**src/rtl/alu_pkg.sv**
```systemverilog
// Shared constants for the ALU issue controller: ALU op codes, aluop
// instruction classes and the controller FSM state encoding.
package alu_pkg;

  localparam logic [3:0] ALU_AND = 4'b0000;
  localparam logic [3:0] ALU_OR  = 4'b0001;
  localparam logic [3:0] ALU_ADD = 4'b0010;
  localparam logic [3:0] ALU_SUB = 4'b0110;

  localparam logic [1:0] ALUOP_MEM    = 2'b00;
  localparam logic [1:0] ALUOP_BRANCH = 2'b01;
  localparam logic [1:0] ALUOP_RTYPE  = 2'b10;
  localparam logic [1:0] ALUOP_RSVD   = 2'b11;

  typedef enum logic [1:0] {
    ST_IDLE    = 2'd0,
    ST_ISSUE   = 2'd1,
    ST_CAPTURE = 2'd2,
    ST_RESP    = 2'd3
  } state_e;

endpackage

```
**src/rtl/alu_op_decode.sv**
```systemverilog
// Combinational decode of instruction class / funct3 / funct7 bit 30 into a
// 4-bit ALU op, flagging every combination the ALU does not support.
module alu_op_decode
  import alu_pkg::*;
(
  input  logic [1:0] aluop,
  input  logic [2:0] funct3,
  input  logic       funct7b5,
  output logic [3:0] op,
  output logic       illegal
);

  always_comb begin
    op      = ALU_AND;
    illegal = 1'b0;
    case (aluop)
      ALUOP_MEM:    op = ALU_ADD;
      ALUOP_BRANCH: op = ALU_SUB;
      ALUOP_RTYPE: begin
        case ({funct3, funct7b5})
          {3'b000, 1'b0}: op = ALU_ADD;
          {3'b000, 1'b1}: op = ALU_SUB;
          {3'b111, 1'b0}: op = ALU_AND;
          {3'b110, 1'b0}: op = ALU_OR;
          default:        illegal = 1'b1;
        endcase
      end
      default: illegal = 1'b1;
    endcase
  end

endmodule

```
**src/rtl/alu_issue_ctrl.sv**
```systemverilog
// Issue controller: accepts one request, drives the external registered ALU
// for one cycle, captures its result and holds the response until taken.
module alu_issue_ctrl
  import alu_pkg::*;
#(
  parameter int WIDTH = 64
) (
  input  logic             clock,
  input  logic             reset_n,
  input  logic             req_valid,
  output logic             req_ready,
  input  logic [1:0]       req_aluop,
  input  logic [2:0]       req_funct3,
  input  logic             req_funct7b5,
  input  logic [WIDTH-1:0] req_rs1,
  input  logic [WIDTH-1:0] req_rs2,
  output logic             alu_enable,
  output logic [WIDTH-1:0] alu_data1,
  output logic [WIDTH-1:0] alu_data2,
  output logic [3:0]       alu_op,
  input  logic [WIDTH-1:0] alu_result,
  input  logic             alu_zero,
  output logic             rsp_valid,
  input  logic             rsp_ready,
  output logic [WIDTH-1:0] rsp_result,
  output logic             rsp_zero,
  output logic             rsp_illegal,
  output state_e           dbg_state
);

  // Handshakes: a transfer happens on a rising edge where valid & ready are
  // both high; valid never waits on ready, and the response fields stay
  // stable while rsp_valid is high and rsp_ready is low.

  state_e             state_q, state_d;
  logic               alu_enable_q, alu_enable_d;
  logic [WIDTH-1:0]   alu_data1_q, alu_data1_d;
  logic [WIDTH-1:0]   alu_data2_q, alu_data2_d;
  logic [3:0]         alu_op_q, alu_op_d;
  logic               rsp_valid_q, rsp_valid_d;
  logic [WIDTH-1:0]   rsp_result_q, rsp_result_d;
  logic               rsp_zero_q, rsp_zero_d;
  logic               rsp_illegal_q, rsp_illegal_d;

  logic [3:0]         dec_op;
  logic               dec_illegal;
  logic               accept;

  alu_op_decode u_decode (
    .aluop    (req_aluop),
    .funct3   (req_funct3),
    .funct7b5 (req_funct7b5),
    .op       (dec_op),
    .illegal  (dec_illegal)
  );

  assign req_ready = (state_q == ST_IDLE);
  assign accept    = req_valid & req_ready;

  always_comb begin
    state_d       = state_q;
    alu_enable_d  = 1'b0;
    alu_data1_d   = alu_data1_q;
    alu_data2_d   = alu_data2_q;
    alu_op_d      = alu_op_q;
    rsp_valid_d   = rsp_valid_q;
    rsp_result_d  = rsp_result_q;
    rsp_zero_d    = rsp_zero_q;
    rsp_illegal_d = rsp_illegal_q;
    case (state_q)
      ST_IDLE: begin
        if (accept) begin
          alu_data1_d = req_rs1;
          alu_data2_d = req_rs2;
          alu_op_d    = dec_op;
          // Illegal ops skip the ALU entirely and answer with a zero result.
          if (dec_illegal) begin
            state_d       = ST_RESP;
            rsp_valid_d   = 1'b1;
            rsp_result_d  = '0;
            rsp_zero_d    = 1'b0;
            rsp_illegal_d = 1'b1;
          end else begin
            state_d      = ST_ISSUE;
            alu_enable_d = 1'b1;
          end
        end
      end
      ST_ISSUE: state_d = ST_CAPTURE;
      ST_CAPTURE: begin
        state_d       = ST_RESP;
        rsp_valid_d   = 1'b1;
        rsp_result_d  = alu_result;
        rsp_zero_d    = alu_zero;
        rsp_illegal_d = 1'b0;
      end
      ST_RESP: begin
        if (rsp_ready) begin
          state_d     = ST_IDLE;
          rsp_valid_d = 1'b0;
        end
      end
      default: state_d = ST_IDLE;
    endcase
  end

  always_ff @(posedge clock or negedge reset_n) begin
    if (!reset_n) begin
      state_q       <= ST_IDLE;
      alu_enable_q  <= 1'b0;
      alu_data1_q   <= '0;
      alu_data2_q   <= '0;
      alu_op_q      <= ALU_AND;
      rsp_valid_q   <= 1'b0;
      rsp_result_q  <= '0;
      rsp_zero_q    <= 1'b0;
      rsp_illegal_q <= 1'b0;
    end else begin
      state_q       <= state_d;
      alu_enable_q  <= alu_enable_d;
      alu_data1_q   <= alu_data1_d;
      alu_data2_q   <= alu_data2_d;
      alu_op_q      <= alu_op_d;
      rsp_valid_q   <= rsp_valid_d;
      rsp_result_q  <= rsp_result_d;
      rsp_zero_q    <= rsp_zero_d;
      rsp_illegal_q <= rsp_illegal_d;
    end
  end

  assign alu_enable  = alu_enable_q;
  assign alu_data1   = alu_data1_q;
  assign alu_data2   = alu_data2_q;
  assign alu_op      = alu_op_q;
  assign rsp_valid   = rsp_valid_q;
  assign rsp_result  = rsp_result_q;
  assign rsp_zero    = rsp_zero_q;
  assign rsp_illegal = rsp_illegal_q;
  assign dbg_state   = state_q;

endmodule

```
**config.mk**
```make
export PLATFORM = sky130hd
export DESIGN_NAME = alu_issue_ctrl
export DESIGN_NICKNAME = d
export VERILOG_FILES = /design/src/rtl/alu_pkg.sv /design/src/rtl/alu_op_decode.sv /design/src/rtl/alu_issue_ctrl.sv
export SDC_FILE = /design/constraint.sdc
export NUM_CORES = 1
export LEC_CHECK = 0
export BUFFER_PORTS_ARGS = -buffer_cell sky130_fd_sc_hd__buf_4
export CAP_MARGIN = 20
export CORE_AREA = 2 2 156 158
export CTS_CLUSTER_SIZE = 12
export DETAILED_ROUTE_END_ITERATION = 16
export DIE_AREA = 0 0 158 160
export PLACE_DENSITY_LB_ADDON = 0.25
export REMOVE_ABC_BUFFERS = 1
export SETUP_SLACK_MARGIN = 0.1
export SLEW_MARGIN = 20
export SYNTH_ARGS = -nofsm -noshare
export SYNTH_HDL_FRONTEND = slang
export SYNTH_SLANG_ARGS = --single-unit
```
**constraint.sdc**
```tcl
create_clock -name clock -period 3.2 [get_ports clock]
set_input_delay 0.16 -clock clock [delete_from_list [all_inputs] [get_ports clock]]
set_output_delay 0.16 -clock clock [all_outputs]
set_load 0.01 [all_outputs]
```
==> run summary <==
The final-report setup violation count is 0. After clock tree synthesis, the clock-pin slew on the worst setup and hold paths is 60 ps. The buffers plus inverters on the worst setup path was 3. The clock net in this run drives a total of 201 sinks. Final net count: 1,469. For the worst-skew pair, the clock arrives at the later sink with an insertion delay of 520 ps.

VDD sags by at most 0.000594 V. The worst setup path is of the register to output port kind. The first global-routing pass estimated 45,800 microns of wire.

Of all nets on the critical path, the largest fanout is 122. The flow ran to the end, and the final reports show no timing, DRC or antenna violations. The top achievable clock speed was 0.415 GHz; the clock buffer count from CTS was 24. The post-route fraction of the period consumed by the critical path was 0.753. The H-tree depth reported by CTS is 1, and the total count of max-transition violations in the final report is 0.

Counting tap cells, the placed design contains a total of 1,370 instances. The synthesized flop and latch total was 201; the number of buffers added on ports was 404. The die is 158 microns wide. The run gives 0.581 as the part of the Yosys area used for sequential elements.

The cell count after synthesis is 689. Element type at the critical path end: an output port. The run gives 0.0238 sq mm as the area of the core.

The deepest clock path buffer count came out at 3. Max-cap violations in this run came to 0. After clock tree synthesis, the setup repair step added 0 buffers. In the final routed layout, each cell accounts on average for 18.1 microns.

The vertical die dimension was 160 microns; the die area was 0.0253 sq mm. The number of rows created at floorplan is 57, and the ratio of total power to cell area is 921 mW/mm^2. During synthesis, Yosys emitted a total of 0 warnings. The final weighted congestion in routability-driven placement is 0.769.

The total number of vias was 7,939. The gate family responsible for the most delay along the worst path was buffers and inverters. The run gives 0 as the DRC violation count after routing. The tools report the startpoint type of the worst setup path as a register. The total overflow left after global routing is 0. The count of cells in the finished layout, fillers not included, comes to 1,603. The detailed router finished its first iteration with 455 violations. Via count of the first global-routing pass: 8,554. Traced cell by cell, the critical path runs through inv_1 > ha_4 > buf_6 > buf_4. The final routed wirelength across all metal layers was 29,000 microns.

The run gives 0 as the post-cts repair resize count. After layout, the minimum clock period comes to 2410 ps. The headroom to the max-slew limit was 0.461; the boundary pin count was 406. The relative area change from synthesis to final layout came out at 69.3%. The largest stage delay on the critical path was 630 ps. TritonCTS built the clock tree. The worst-margin pin slew works out to 808 ps. After detailed routing, the number of vias per cell comes to 4.95.

The first TritonRoute pass finished after 5 iterations. The required arrival time at the worst endpoint came out at 3040 ps. The final hold violation count is 0, and the mean area per synthesized cell is 12.6 sq um.

The cell sitting at the root of the clock tree is a sky130_fd_sc_hd__clkbuf_16. Setup repair after global routing left no endpoint under its margin. For this design the static power due to leakage is 0.00678 uW. The number of different library cells in the post-synthesis netlist is 30. The post-route clock skew was 26.3 ps. The initial antenna violation count was 2. For the worst setup path, the data arrival time is 2250 ps. The worst hold path belongs to the class primary input to register.

The logs give 0 for the number of nets with antenna violations after detailed routing and 18,700 microns for the half-perimeter wire length after placement. The maximum number of pins on one net before global-route repair is 123, and the smallest hold slack is 12.4 ps. Cell with the largest stage delay on the worst path: sky130_fd_sc_hd__buf_6. Combined global-route utilization of all metal layers: 0.227. The share of post-route cells with drive strength above 1 is 0.459, and the area of the mapped netlist is 0.00865 sq mm. The run gives 0.363 as the effective utilization at floorplan.
## per-stage QoR
stage	total power, uW	TNS (ps)	area [sq um]	utilization	worst slack [ps]
6_report	13500	0	14600	0.615	792
5_1_grt	14400	0	14600	0.615	636
4_1_cts	13500	0	14600	0.615	514
3_5_place_dp	10700	0	12000	0.503	1030
2_1_floorplan	7710	-594540	8370	-	-4400
3_3_place_gp	10500	0	12000	0.503	1110
## cell type report
class                   instances  area, sq um
diodes                          2         5.00
multi-input cells             422         3350
clock buffers                  37          709
flip-flops and latches        201         5030
fillers                      1899         9170
repair buffers                607         5090
clock inverters                 4         33.8
inverters                       6         22.5
well taps                     324          405
## synth_stat cells, drive strengths merged
cell type / count / share of area
dfrtp: 201 / 0.58
mux2: 129 / 0.17
nand2: 69 / 0.030
nand3: 67 / 0.039
a21boi: 65 / 0.056
o221ai: 65 / 0.066
clkbuf: 33 / 0.014
buf: 27 / 0.018
inv: 6 / 0.0026
ha: 4 / 0.0058
a31oi: 3 / 0.0022
o21ai: 3 / 0.0017
a21oi: 2 / 0.0012
o2bb2ai: 2 / 0.0020
a21o: 1 / 0.00087
a2bb2oi: 1 / 0.0010
and2: 1 / 0.00072
conb: 1 / 0.00043
mux2i: 1 / 0.0012
nand4: 1 / 0.0014
nor2: 1 / 0.00043
nor4b: 1 / 0.0010
o22ai: 1 / 0.00072
or2: 1 / 0.00072
or3b: 1 / 0.0010
or4: 1 / 0.00087
or4bb: 1 / 0.0013
## placed cells by master (no fill, tap or decap), drive strengths merged, types with 2 or more instances in the layout
cell / n
buf: 416
dfrtp: 201
dlygate4sd3: 190
mux2: 129
nand2: 69
nand3: 67
a21boi: 65
o221ai: 65
clkbuf: 38
inv: 5
ha: 4
clkinv: 4
o21ai: 3
a31oi: 3
diode: 2
a21oi: 2
o2bb2ai: 2
## report_power, final
part | switching [uW] | internal (uW)
registers | 788 | 3830
logic | 2960 | 3340
clock network | 1060 | 1520
total | 4810 | 8690
## cell families (layout without fill, tap and decap cells)
group	count (synthesis)	count (layout)	synth area share
AND/OR/NAND/NOR	144	144	0.0762
buffers and inverters	66	654	0.0353
flip-flops	201	201	0.581
other	1	3	0.000433
adder cells (fa/ha/maj)	4	4	0.00578
multiplexers	130	130	0.169
AO/OA/AOI/OAI	143	143	0.132
## worst paths after layout
kind | from | cells after the start | slack, ps | end
max in group asynchronous | reset_n | 3 | 2110 | alu_data2[55]
min in group asynchronous | reset_n | 2 | 280 | rsp_result[34]
hold / removal | alu_result[15] | 3 | 10 | rsp_result[15]
setup reg to reg | dbg_state[1] | 5 | 1070 | alu_data2[22]
hold reg to reg | alu_op[1] | 1 | 490 | alu_op[1]
setup / recovery | dbg_state[0] | 4 | 790 | req_ready
## per-layer routing
layer | track usage | vias to the layer above | wire [microns] | part of all wire
li1 | - | 3685 | - | -
met1 | 0.276 | 3865 | 10900 | 0.38
met2 | 0.387 | 335 | 14500 | 0.50
met3 | 0.0714 | 54 | 2830 | 0.097
met4 | 0.0651 | 0 | 731 | 0.025
met5 | 0 | - | 0 | 0
## tightest hold or removal path, delay by kind of cell
kind                   cells  cell delay [ps]
buffers and inverters      1              110
AOI/OAI and AO/OA          1              120
and+or+nand+nor            1               70
## repair_timing
item                                   4_1_cts  5_1_grt
endpoints found under the hold margin      269        0
setup endpoints to repair                    0        0
hold buffers                               190        0
## state kept, by name, summed over array words and instances (netlist names)
signal	flops
alu_data1	64
alu_data2	64
rsp_result	64
alu_op	3
dbg_state	2
alu_enable	1
rsp_illegal	1
rsp_valid	1
rsp_zero	1
(Power assumes the default switching activity.)
